## config.mk

```make
export PLATFORM = sky130hd
export DESIGN_NAME = adsr_bank_flat
export DESIGN_NICKNAME = d
export VERILOG_FILES = /design/src/rtl/adsr_pkg.sv /design/src/rtl/adsr_if.sv /design/src/rtl/adsr_voice.sv /design/src/rtl/adsr_bank.sv /design/src/flat_wrapper.sv
export SDC_FILE = /design/constraint.sdc
export NUM_CORES = 1
export LEC_CHECK = 0
export CORE_AREA = 10 10 142 144
export CTS_BUF_LIST = sky130_fd_sc_hd__clkbuf_8
export DETAILED_ROUTE_END_ITERATION = 16
export DIE_AREA = 0 0 152 154
export DONT_BUFFER_PORTS = 1
export PLACE_DENSITY = 0.68
export SLEW_MARGIN = 20
export SYNTH_ARGS = -nofsm -noshare
export SYNTH_HDL_FRONTEND = slang
export SYNTH_SLANG_ARGS = --single-unit
```

## constraint.sdc

```tcl
create_clock -name Clock -period 11.4 [get_ports Clock]
set_input_delay 0.57 -clock Clock [delete_from_list [all_inputs] [get_ports Clock]]
set_output_delay 0.57 -clock Clock [all_outputs]
set_load 0.01 [all_outputs]
```

## src/rtl/adsr_pkg.sv

```systemverilog
// Shared types and helpers for the adsr_bank envelope generator.
// Build option: ADSR_LEGATO_EN selects legato retrigger in adsr_voice.
package adsr_pkg;

    typedef enum logic [2:0] {
        IDLE    = 3'd0,
        ATTACK  = 3'd1,
        DECAY   = 3'd2,
        SUSTAIN = 3'd3,
        RELEASE = 3'd4
    } adsr_state_t;

    function automatic int unsigned env_max(input int unsigned depth);
        return (32'd1 << depth) - 32'd1;
    endfunction

endpackage

```

## src/rtl/adsr_if.sv

```systemverilog
// Allocator-to-envelope bundle: gates and shared controls in, envelopes out.
interface adsr_if #(
    parameter int NUM_VOICES = 4,
    parameter int WAVE_DEPTH = 8,
    parameter int RATE_WIDTH = 12
);

    logic [NUM_VOICES-1:0]            Gate;
    logic [RATE_WIDTH-1:0]            AttackRate;
    logic [RATE_WIDTH-1:0]            DecayRate;
    logic [RATE_WIDTH-1:0]            ReleaseRate;
    logic [WAVE_DEPTH-1:0]            Sustain;
    logic [NUM_VOICES*WAVE_DEPTH-1:0] Envelope;
    logic [NUM_VOICES-1:0]            Active;

    modport master (
        output Gate, AttackRate, DecayRate, ReleaseRate, Sustain,
        input  Envelope, Active
    );

    modport slave (
        input  Gate, AttackRate, DecayRate, ReleaseRate, Sustain,
        output Envelope, Active
    );

endinterface

```

## src/rtl/adsr_voice.sv

```systemverilog
// One ADSR envelope channel driven by a phase-accumulator stepper.
// ADSR_LEGATO_EN: a retrigger keeps the current level instead of restarting at 0.
module adsr_voice
    import adsr_pkg::*;
#(
    parameter int WAVE_DEPTH = 8,
    parameter int RATE_WIDTH = 12
) (
    input  logic                  Clock,
    input  logic                  Reset,
    input  logic                  gate,
    input  logic [RATE_WIDTH-1:0] attack_rate,
    input  logic [RATE_WIDTH-1:0] decay_rate,
    input  logic [RATE_WIDTH-1:0] release_rate,
    input  logic [WAVE_DEPTH-1:0] sustain,
    output logic [WAVE_DEPTH-1:0] env,
    output logic                  active
);

    localparam logic [WAVE_DEPTH-1:0] ENV_MAX = WAVE_DEPTH'(env_max(WAVE_DEPTH));

    adsr_state_t           state, state_d;
    logic [RATE_WIDTH-1:0] acc, acc_d;
    logic [WAVE_DEPTH-1:0] env_d;
    logic                  gate_q;
    logic [RATE_WIDTH-1:0] rate;
    logic [RATE_WIDTH:0]   sum;
    logic                  step, rise, fall;

    always_ff @(posedge Clock) begin
        if (!Reset) begin
            state  <= IDLE;
            acc    <= '0;
            env    <= '0;
            gate_q <= 1'b0;
        end else begin
            state  <= state_d;
            acc    <= acc_d;
            env    <= env_d;
            gate_q <= gate;
        end
    end

    assign active = (state != IDLE);
    assign rise   = gate & ~gate_q;
    assign fall   = ~gate & gate_q;

    always_comb begin
        rate = '0;
        unique case (state)
            ATTACK:  rate = attack_rate;
            DECAY:   rate = decay_rate;
            RELEASE: rate = release_rate;
            default: rate = '0;
        endcase
    end

    // carry out of the accumulator is the one-LSB step for this cycle
    assign sum  = {1'b0, acc} + {1'b0, rate};
    assign step = sum[RATE_WIDTH];

    always_comb begin
        state_d = state;
        acc_d   = acc;
        env_d   = env;
        if (rise) begin
            state_d = ATTACK;
            acc_d   = '0;
`ifdef ADSR_LEGATO_EN
            env_d   = env;
`else
            env_d   = '0;
`endif
        end else if (fall && (state == ATTACK || state == DECAY ||
                              state == SUSTAIN)) begin
            state_d = RELEASE;
            acc_d   = '0;
        end else begin
            unique case (state)
                IDLE: begin
                    state_d = IDLE;
                end
                ATTACK: begin
                    if (env == ENV_MAX) begin
                        state_d = DECAY;
                        acc_d   = '0;
                    end else begin
                        acc_d = sum[RATE_WIDTH-1:0];
                        if (step) env_d = env + 1'b1;
                    end
                end
                DECAY: begin
                    if (env <= sustain) begin
                        state_d = SUSTAIN;
                        env_d   = sustain;
                    end else begin
                        acc_d = sum[RATE_WIDTH-1:0];
                        if (step) env_d = env - 1'b1;
                    end
                end
                SUSTAIN: begin
                    env_d = sustain;
                end
                RELEASE: begin
                    if (env == '0) begin
                        state_d = IDLE;
                        acc_d   = '0;
                    end else begin
                        acc_d = sum[RATE_WIDTH-1:0];
                        if (step) env_d = env - 1'b1;
                    end
                end
                default: begin
                    state_d = IDLE;
                    acc_d   = '0;
                    env_d   = '0;
                end
            endcase
        end
    end

endmodule

```

## src/rtl/adsr_bank.sv

```systemverilog
// Bank of independent ADSR voices sharing rate and sustain controls.
// ADSR_LEGATO_EN (see adsr_voice) selects legato retrigger behaviour.
module adsr_bank
    import adsr_pkg::*;
#(
    parameter int NUM_VOICES = 4,
    parameter int WAVE_DEPTH = 8,
    parameter int RATE_WIDTH = 12
) (
    input logic   Clock,
    input logic   Reset,
    adsr_if.slave bus
);

    logic [NUM_VOICES*WAVE_DEPTH-1:0] env_w;
    logic [NUM_VOICES-1:0]            act_w;

    for (genvar v = 0; v < NUM_VOICES; v++) begin : g_voice
        adsr_voice #(
            .WAVE_DEPTH (WAVE_DEPTH),
            .RATE_WIDTH (RATE_WIDTH)
        ) u_voice (
            .Clock        (Clock),
            .Reset        (Reset),
            .gate         (bus.Gate[v]),
            .attack_rate  (bus.AttackRate),
            .decay_rate   (bus.DecayRate),
            .release_rate (bus.ReleaseRate),
            .sustain      (bus.Sustain),
            .env          (env_w[v*WAVE_DEPTH +: WAVE_DEPTH]),
            .active       (act_w[v])
        );
    end

    assign bus.Envelope = env_w;
    assign bus.Active   = act_w;

endmodule

```

## src/flat_wrapper.sv

```systemverilog
// flat-port wrapper written by rule: the top's interface ports become plain ports
module adsr_bank_flat import adsr_pkg::*;
#(
    parameter int NUM_VOICES = 4,
    parameter int WAVE_DEPTH = 8,
    parameter int RATE_WIDTH = 12
)
  (Clock, Reset, bus_Gate, bus_AttackRate, bus_DecayRate, bus_ReleaseRate, bus_Sustain, bus_Envelope, bus_Active);
  adsr_if #(.NUM_VOICES(NUM_VOICES), .WAVE_DEPTH(WAVE_DEPTH), .RATE_WIDTH(RATE_WIDTH)) bus_i ();
  input logic Clock;
  input logic Reset;
  input wire logic [$bits(bus_i.Gate)-1:0] bus_Gate;
  input wire logic [$bits(bus_i.AttackRate)-1:0] bus_AttackRate;
  input wire logic [$bits(bus_i.DecayRate)-1:0] bus_DecayRate;
  input wire logic [$bits(bus_i.ReleaseRate)-1:0] bus_ReleaseRate;
  input wire logic [$bits(bus_i.Sustain)-1:0] bus_Sustain;
  output wire logic [$bits(bus_i.Envelope)-1:0] bus_Envelope;
  output wire logic [$bits(bus_i.Active)-1:0] bus_Active;
  assign bus_i.Gate = bus_Gate;
  assign bus_i.AttackRate = bus_AttackRate;
  assign bus_i.DecayRate = bus_DecayRate;
  assign bus_i.ReleaseRate = bus_ReleaseRate;
  assign bus_i.Sustain = bus_Sustain;
  assign bus_Envelope = bus_i.Envelope;
  assign bus_Active = bus_i.Active;
  adsr_bank #(.NUM_VOICES(NUM_VOICES), .WAVE_DEPTH(WAVE_DEPTH), .RATE_WIDTH(RATE_WIDTH)) u_core (.Clock(Clock), .Reset(Reset), .bus(bus_i));
endmodule
```

==> results of run 1 <==
worst paths after layout:
kind	from	endpoint	slack [ps]
min reg2reg	u_core.g_voice[2].u_voice.acc[4]	u_core.g_voice[2].u_voice.acc[4]	500
max reg2reg	u_core.g_voice[1].u_voice.state[1]	u_core.g_voice[1].u_voice.env[3]	6510
min	bus_Gate[2]	u_core.g_voice[2].u_voice.gate_q	300
max	u_core.g_voice[1].u_voice.state[1]	u_core.g_voice[1].u_voice.env[3]	6510
worst max-delay path, stage by stage (launching register included):
cell and delay, ps:
dfxtp_1 570, nor2b_1 930, a22oi_1 220, o21ai_0 240, ha_1 200, inv_1 60
fa_1 400, nand2b_1 190, a21oi_1 280, o31ai_1 140, a21boi_0 270, o21ai_0 210
a21oi_1 590, o21ai_0 190, o221a_2 300
logic make-up after synthesis:
family	count (synthesis)	synth area share, %
and+or+nand+nor	385	20.4
xor gates and xnor gates	56	5.25
adders and majority gates	100	13.6
DFF	96	20.6
AOI/OAI and AO/OA	460	34.6
buffers and inverters	121	5.52
muxes	1	0.107
layer usage:
metal  up-vias  share of wire (%)  global-route usage, %  routed length [um]
met4         0                3.1                   9.49                 893
met5         -                  0                      0                   0
li1       4452                  -                      -                   -
met3        59                9.8                   7.95                2800
met1      4212                 44                   29.6               12600
met2       339                 43                   34.6               12200
state kept, by name (all words and copies together), names as in the netlist:
signal                         cells
u_core.g_voice.u_voice.gate_q      4
u_core.g_voice.u_voice.state      12
u_core.g_voice.u_voice.acc        48
u_core.g_voice.u_voice.env        32
stage by stage:
| stage | power (mW) | cells |
|---|---|---|
| 2_1_floorplan | 0.447 | 1219 |
| 3_3_place_gp | 0.469 | 1382 |
| 3_5_place_dp | 0.471 | 1382 |
| 4_1_cts | 0.717 | 1398 |
| 5_1_grt | 0.746 | 1399 |
| 6_report | 0.713 | 1399 |
cells in the final DEF (no fill, tap or decap), types with 10 or more instances in the layout:
cell,n
o21ai_0,104
nor2_1,102
nand2_1,97
dfxtp_1,96
ha_1,92
a22oi_1,84
a21oi_1,68
inv_1,50
xnor2_1,37
nor3_1,33
a21o_1,27
nand3_1,25
nor2b_1,21
o211ai_1,21
xor2_1,19
a22o_1,19
a31oi_1,17
and2_1,16
o21a_1,16
and3_1,15
nand2b_1,14
or2_2,12
clkbuf_8,11
or3_1,10
o31ai_1,10
power by group through the flow:
stage / logic, mW / clock network [mW] / registers [mW]
finish: 0.115 / 0.248 / 0.350
CTS: 0.114 / 0.253 / 0.349
floorplan: 0.0960 / 0 / 0.351
global route: 0.128 / 0.266 / 0.351
detailed placement: 0.114 / 0 / 0.357
global placement: 0.112 / 0 / 0.357
cell type report:
cell class | instances | area share, %
multi-input combinational | 1002 | 72.2
sequential | 96 | 20.0
tap | 225 | 2.94
inverter | 51 | 2.00
clock buffer | 11 | 1.58
timing repair buffer | 9 | 0.705
clock inverter | 5 | 0.574
==> reports/results.txt, run 1 <==
status - complete, no violations
Post-CTS Setup Inserts - 0
Sw Ratio - 30.6%
Mapped Cells - 1219
Hold WC Path Type - in -> reg
H-tree levels - 3
Worst Hold Depth - 1
Setup TNS - 0 ps
Crit Path Max Fanout - 15
largest net degree at the start of global routing - 26
EDFF count, synth - 0
Most used DFF post-synth - dfxtp_1
WP data required - 11690 ps
async set-reset flop share out of synthesis - 0%
Placement Cell Area - 0.00937 mm^2
GRT Overall Usage - 23.1%
worst hold-check slack - 296 ps
total CTS buffers - 9
Final Cycle Share - 42.9%
critical path arrival - 5170 ps
Worst R2R Path Depth - 14
dominant cells by area after synthesis - dfxtp_1 (21%), ha_1 (12%), a22oi_1 (6.8%)
Seq pwr share - 49.0%
layout cell share with drive strength beyond 1 - 6.30%
Antenna diodes - 0
Remaining DRCs - 0
post-cts sizing count - 0
grt total ovfl - 0
Yosys reg bits - 96
drt total wl - 28500 um
Avg Inst Size Synth - 7.66 um^2
Iteration-0 DRC Markers - 759
register area share after synthesis - 20.6%
P_sw - 0.218 mW
CTS Buffer Depth - 2
Layout area overhead - 2.64%
Max Fclk - 0.205 GHz
Register Area - 0.00192 mm^2
number of max-slew violations in the final report - 0
initial antenna violation count - 0
First-pass DRT Iterations - 5
DR vias - 9062
Die Area - 0.0234 mm^2
Distinct cells, synth - 89
Peak VDD IR - 0.0501 mV
CORE AREA - 0.0172 mm^2
CTS hold repair buffers - 0
Mapped Nets - 1365
Final setup violation count - 0
Synth Cell Area - 0.00934 mm^2
Slew HR - 25.5%
fin nets - 1315
Filler Cell Count - 1714
Ports - 86
RSZ-0062 raised after global routing - false
slew of the pin with the lowest slew margin - 1110 ps
P_int - 0.495 mW
vias per inst - 6.48
TritonCTS clock tree - done
design area - 0.00959 mm^2
pwr/cell area - 74.4 mW/mm^2
clock network power share - 34.8%
combinational share of power - 16.2%
port bufs - 0
Clock Latency Late Sink - 390 ps
Detailed Place HPWL - 21500 um
ANT nets after route - 0
first-pass GRT wire length - 45200 um
row cnt - 48
Core Util, Final - 55.8%
Clk pin slew, worst setup/hold paths - 100 ps
max_cap viols - 0
CP endpoint kind - flop
Die Height - 154 um
Placement Setup Slack - 6620 ps
synth cell count leaders - o21ai_0 (104), nor2_1 (102), nand2_1 (97)
startpoint types - flop
Synth top area share - 20.6%
Yosys top cell by area - dfxtp_1
crit path time final - 4890 ps
multi-input logic area - 0.00692 mm^2
post-DR wirelength/cell - 20.4 um
final setup margin - 6510 ps
die width - 152 um
vias in the first global route - 8173
Leak - 3.91 nW
most frequent cell after synthesis - o21ai_0
kind of critical path - reg -> reg
Root Buffer Master - clkbuf_8
Hold Vio Cnt, Final - 0
Warnings, synthesis - 0
Layout Skew - 13.9 ps
Initial Utilization - 54.4%
Final GP Congestion - 0.925
CTS sink count - 96
No activity file was read; power rests on OpenSTA's default activity.
==> inputs of run 2 (changes only) <==
Settings changed: PLACE_DENSITY 0.68 to 0.71.
Clock period 11.4 ns to 4.1 ns, I/O delays scaled along.
==> run 2 against run 1 <==
Effect of this change: clock skew decreased by 3.0 ps; hold slack worse by 290 ps; via count is 3.7% higher; die area did not move; sequential share of layout area is 0.62 points lower; core utilization is 1.8 points higher; non-clock buffer count up 32; critical path depth stayed put; worst setup slack lost 6200 ps; total power grew to 3.0 times the previous value; sequential power rose to 2.7 times the previous value; clock power increased to 3.2 times the previous value.
==> reports/results.txt, run 2 (synthesis gave the netlist of run 1 again) <==
Ports - 86
TritonCTS clock tree - done
slew of the pin with the lowest slew margin - 1020 ps
startpoint types - flop
max_cap viols - 0
CTS sink count - 96
critical path's top delay family - compound AO/OA/AOI/OAI gates
Final setup violation count - 0
Layout Skew - 10.9 ps
Leak - 4.09 nW
crit path cell chain - nor2_1 > and2_1 > buf_4 > nand2_1 > o21ai_0 > ha_1 > nor2b_1 > o31ai_2 > a21oi_2 > o2111ai_2 > a22oi_2 > or3_1 > a221oi_1 > a211oi_1
Root Buffer Master - clkbuf_8
Clock Latency Late Sink - 400 ps
port bufs - 0
Slew HR - 32.1%
DR vias - 9398
CP peak stage delay - 460 ps
CORE AREA - 0.0172 mm^2
crit path time final - 3830 ps
Detailed Place HPWL - 21700 um
Setup TNS - 0 ps
fin nets - 1347
Peak VDD IR - 0.155 mV
Initial Utilization - 54.4%
GRT Overall Usage - 24.3%
Die Area - 0.0234 mm^2
largest net degree at the start of global routing - 25
Hold WC Path Type - in -> reg
WP data required - 4370 ps
Reg with most FFs - u_core.g_voice.u_voice.acc
number of max-slew violations in the final report - 0
commonest non-fill, non-tap cell in the layout - o21ai_0
status - complete, no violations
Iteration-0 DRC Markers - 813
CP endpoint kind - flop
vias in the first global route - 8764
Critical Path Slowest Stage Cell - and2_1
first-pass GRT wire length - 47400 um
ANT nets after route - 0
max reg flops - 48
multi-input logic area - 0.00693 mm^2
drt total wl - 29800 um
Clk pin slew, worst setup/hold paths - 100 ps
vias per inst - 6.57
pwr/cell area - 213 mW/mm^2
critical path arrival - 4100 ps
layout cell share with drive strength beyond 1 - 8.22%
Remaining DRCs - 0
total CTS buffers - 9
Register Area - 0.00192 mm^2
Filler Cell Count - 1641
CTS Buffer Depth - 2
Hold Vio Cnt, Final - 0
Post-CTS Setup Inserts - 0
Die Height - 154 um
row cnt - 48
Final GP Congestion - 0.937
post-route insts no fill - 1430
post-DR wirelength/cell - 20.8 um
most frequent cells in the layout - o21ai_0 (104), nor2_1 (102), nand2_1 (97), dfxtp_1 (96), ha_1 (92)
First-pass DRT Iterations - 7
initial antenna violation count - 0
grt total ovfl - 0
kind of critical path - reg -> reg
Largest regs - u_core.g_voice.u_voice.acc x48, u_core.g_voice.u_voice.env x32, u_core.g_voice.u_voice.state x12
placed cells - 1407
Final Cycle Share - 93.5%
die width - 152 um
Layout area overhead - 5.93%
Worst Path Buf+Inv - 1
Antenna diodes - 0
H-tree levels - 3
Crit Path Max Fanout - 11
RSZ-0062 raised after global routing - false
Max Fclk - 0.261 GHz
## run 2: cell count changes in the layout (fill, tap and decap cells not counted), moves of 2 or more
cell,before,now
clkinv_2,2,0
dlygate4sd3_1,0,8
buf_4,9,33
bufinv_16,1,3
## run 2: through the flow
| stage | power [mW] | util [%] | area (um^2) | hold slack [ps] | setup slack (ps) |
|---|---|---|---|---|---|
| floorplan | 1.24 | - | 9340 | 327 | 541 |
| global placement | 1.31 | 55.7 | 9560 | 329 | 454 |
| detailed placement | 1.32 | 55.7 | 9560 | 331 | 343 |
| CTS | 2.11 | 57.5 | 9880 | 12.6 | 309 |
| global route | 2.20 | 57.6 | 9890 | 17.9 | 37.8 |
| finish | 2.11 | 57.6 | 9890 | 6.62 | 266 |
## run 2: path summary, 6_finish.rpt
path / cells past startpoint / endpoint / startpoint / slack, ps
max reg2reg: 14 / u_core.g_voice[0].u_voice.env[0] / u_core.g_voice[0].u_voice.state[2] / 270
min reg2reg: 1 / u_core.g_voice[3].u_voice.state[1] / u_core.g_voice[3].u_voice.state[2] / 460
min: 2 / u_core.g_voice[0].u_voice.env[2] / bus_Sustain[2] / 7
max: 14 / u_core.g_voice[0].u_voice.env[0] / u_core.g_voice[0].u_voice.state[2] / 270
## run 2: metal layers
layer | vias to the layer above | share of wire (%) | GRT usage (%)
met3 | 58 | 11 | 8.56
met4 | 0 | 2.7 | 8.12
met2 | 406 | 43 | 37.2
li1 | 4507 | - | -
met1 | 4427 | 43 | 30.9
met5 | - | 0 | 0
## run 2: cell type report
class | count | share of cell area [%]
Timing Repair Buffer | 41 | 3.31
Sequential cell | 96 | 19.4
Multi-Input combinational cell | 1002 | 70.0
Tap cell | 225 | 2.85
Clock buffer | 10 | 1.39
Inverter | 51 | 1.93
Clock inverter | 5 | 1.06
## run 2: where the power goes
part | total, mW | switching, mW | internal [mW]
Clock | 0.790 | 0.372 | 0.418
Sequential | 0.955 | 0.00980 | 0.945
Combinational | 0.362 | 0.232 | 0.130
Total | 2.11 | 0.613 | 1.49
## run 2: what timing repair did
item                                    4_1_cts  5_1_grt
hold endpoints to repair                     10        0
endpoints found under the setup margin        0        2
hold buffers                                  8        0
resized for setup                             0        2
==> inputs of run 3 (changes only) <==
Settings changed: ABC_AREA set to 1, CORE_AREA 10 10 142 144 to 2 2 139 141, DIE_AREA 0 0 152 154 to 0 0 141 143.
==> run 3 against run 2 <==
Effect of this change: core utilization fell by 1.2 points; global-route usage rose by 6.9 points; worst setup slack improved by 410 ps; synthesized cell count rose by 33%; critical path depth rose by 4; flip-flop and latch count did not move; critical path type unchanged; critical endpoint is now u_core.g_voice[0].u_voice.env[4]; largest cell class unchanged.
==> reports/results.txt, run 3 <==
status - complete, no violations
fin nets - 1760
Ports - 86
row cnt - 50
Root Buffer Master - clkbuf_8
Clk pin slew, worst setup/hold paths - 100 ps
H-tree levels - 3
max reg flops - 48
most used cell, CP - nand2_1
Warnings, synthesis - 0
Min-Delay Startpoint - bus_Sustain[7]
met1 Track Usage GR - 43.3%
crit path time final - 3420 ps
Final setup violation count - 0
first-pass GRT wire length - 50200 um
Crit Path Max Fanout - 15
DR vias - 10800
most frequent cell after synthesis - nand2_1
Avg Inst Size Synth - 6.18 um^2
post-route insts no fill - 1853
critical path arrival - 3740 ps
startpoint types - flop
final setup margin - 680 ps
async set-reset flop share out of synthesis - 0%
Distinct cells, synth - 45
total CTS buffers - 9
Peak VDD IR - 0.189 mV
RSZ-0062 raised after global routing - false
reg-to-reg startpoint - u_core.g_voice[0].u_voice.state[0]
number of max-slew violations in the final report - 0
Filler Cell Count - 1850
Synth Cell Area - 0.0100 mm^2
CP endpoint kind - flop
Slew HR - 56.1%
First-pass DRT Iterations - 5
drt total wl - 31200 um
post-DR wirelength/cell - 16.9 um
layout cell share with drive strength beyond 1 - 4.82%
Pwr Total - 2.61 mW
crit path cell chain - inv_2 > nor3_4 > inv_2 > o221ai_1 > ha_1 > inv_1 > fa_1 > inv_1 > nand3_1 > nand2_1 > nand3_4 > nand3_4 > nand2_1 > nand2_2 > nand2_4 > nor2_8 > nand2_1 > a21oi_1
Max Fclk - 0.292 GHz
Largest regs - u_core.g_voice.u_voice.acc x48, u_core.g_voice.u_voice.env x32, u_core.g_voice.u_voice.state x12
slew of the pin with the lowest slew margin - 658 ps
met3 Track Usage GR - 5.94%
commonest non-fill, non-tap cell in the layout - nand2_1
GRT Overall Usage - 31.2%
Setup TNS - 0 ps
TritonCTS clock tree - done
Yosys reg bits - 96
Placement Setup Slack - 745 ps
met2 GRT Util - 48.4%
placed cells - 1829
die width - 141 um
Antenna diodes - 0
Die Height - 143 um
Critical Path Slowest Stage Cell - fa_1
Final GP Congestion - 0.989
largest net degree at the start of global routing - 17
dominant cells by area after synthesis - dfxtp_1 (19%), nand2_1 (19%), ha_1 (11%)
port bufs - 0
post-cts sizing count - 0
vias in the first global route - 9551
Reg with most FFs - u_core.g_voice.u_voice.acc
CTS Buffer Depth - 2
Yosys top cell by area - dfxtp_1
EDFF count, synth - 0
Detailed Place HPWL - 23900 um
initial antenna violation count - 0
Synth top area share - 19.1%
vias per inst - 5.81
pwr/cell area - 249 mW/mm^2
GRT Max-Usage Layer - met2
Remaining DRCs - 0
Hold WC Path Type - in -> reg
Register Area - 0.00192 mm^2
synth cell count leaders - nand2_1 (501), inv_1 (211), nand3_1 (149)
kind of critical path - reg -> reg
Layout area overhead - 4.46%
Most used DFF post-synth - dfxtp_1
WP data required - 4420 ps
Leak - 5.27 nW
multi-input logic area - 0.00708 mm^2
Clock Latency Late Sink - 400 ps
CORE AREA - 0.0186 mm^2
Initial Utilization - 54.0%
CP peak stage delay - 430 ps
Hold Vio Cnt, Final - 0
CTS sink count - 96
Mapped Cells - 1626
Final Cycle Share - 83.4%
grt total ovfl - 0
Worst Setup SP - u_core.g_voice[0].u_voice.state[0]
ANT nets after route - 0
register area share after synthesis - 19.1%
max_cap viols - 0
Layout Skew - 12.9 ps
Mapped Nets - 1772
most frequent cells in the layout - nand2_1 (501), inv_1 (214), nand3_1 (149), a21oi_1 (127), nor2_1 (125)
Iteration-0 DRC Markers - 898
critical path's top delay family - simple AND/OR/NAND/NOR gates
Die Area - 0.0202 mm^2
Worst Path Buf+Inv - 4
==> run 3: kinds of logic (layout without fill, tap and decap cells) <==
| group | after synthesis | in the layout | synth area share (%) |
|---|---|---|---|
| AOI/OAI and AO/OA | 237 | 237 | 14.6 |
| and+or+nand+nor | 883 | 883 | 39.2 |
| adders and majority gates | 96 | 96 | 12.3 |
| DFF | 96 | 96 | 19.1 |
| xor gates and xnor gates | 51 | 51 | 4.45 |
| buffers and inverters | 263 | 256 | 10.4 |
==> run 3: worst paths after layout <==
check             cells after the start  slack (ps)                                to
hold / removal                        4          20  u_core.g_voice[1].u_voice.env[7]
setup / recovery                     18         680  u_core.g_voice[0].u_voice.env[4]
hold reg to reg                       2         470  u_core.g_voice[0].u_voice.acc[9]
setup reg to reg                     18         680  u_core.g_voice[0].u_voice.env[4]
==> run 3: cell type report <==
| cell class | instances | area share (%) |
|---|---|---|
| inverters | 224 | 8.02 |
| multi-input cells | 1267 | 67.5 |
| well taps | 234 | 2.79 |
| repair buffers | 16 | 1.34 |
| flip-flops and latches | 96 | 18.3 |
| clock inverters | 6 | 0.728 |
| clock buffers | 10 | 1.31 |
==> run 3: repair_timing <==
item	4_1_cts	5_1_grt
setup buffers	0	0
endpoints found under the hold margin	4	0
hold buffers	8	0
==> run 3: worst reg2reg max path, delay by kind of cell (launching register included) <==
kind,cells,cell delay (ps)
and+or+nand+nor,10,1440
adders and majority gates,2,650
DFF,1,420
AOI/OAI and AO/OA,2,380
buffers and inverters,4,480
==> run 3: per-stage QoR <==
step / util, % / cell area (um^2) / hold WS [ps]
after global routing: 56.5 / 10500 / 64.3
final: 56.5 / 10500 / 21.9
after global placement: 54.9 / 10200 / 300
after detailed placement: 54.9 / 10200 / 304
after CTS: 56.5 / 10500 / 12.0
after floorplan: - / 10000 / 298
==> run 3: routing by layer <==
layer,vias up,part of all wire [%]
met5,-,0
met2,491,43
met3,75,9.1
met4,0,2.9
li1,5341,-
met1,4860,45
==> run 3: where the power goes <==
group | leakage (nW) | internal (mW) | switching [mW]
clock network | 0.120 | 0.354 | 0.377
registers | 0.776 | 0.956 | 0.0309
logic | 4.37 | 0.267 | 0.629
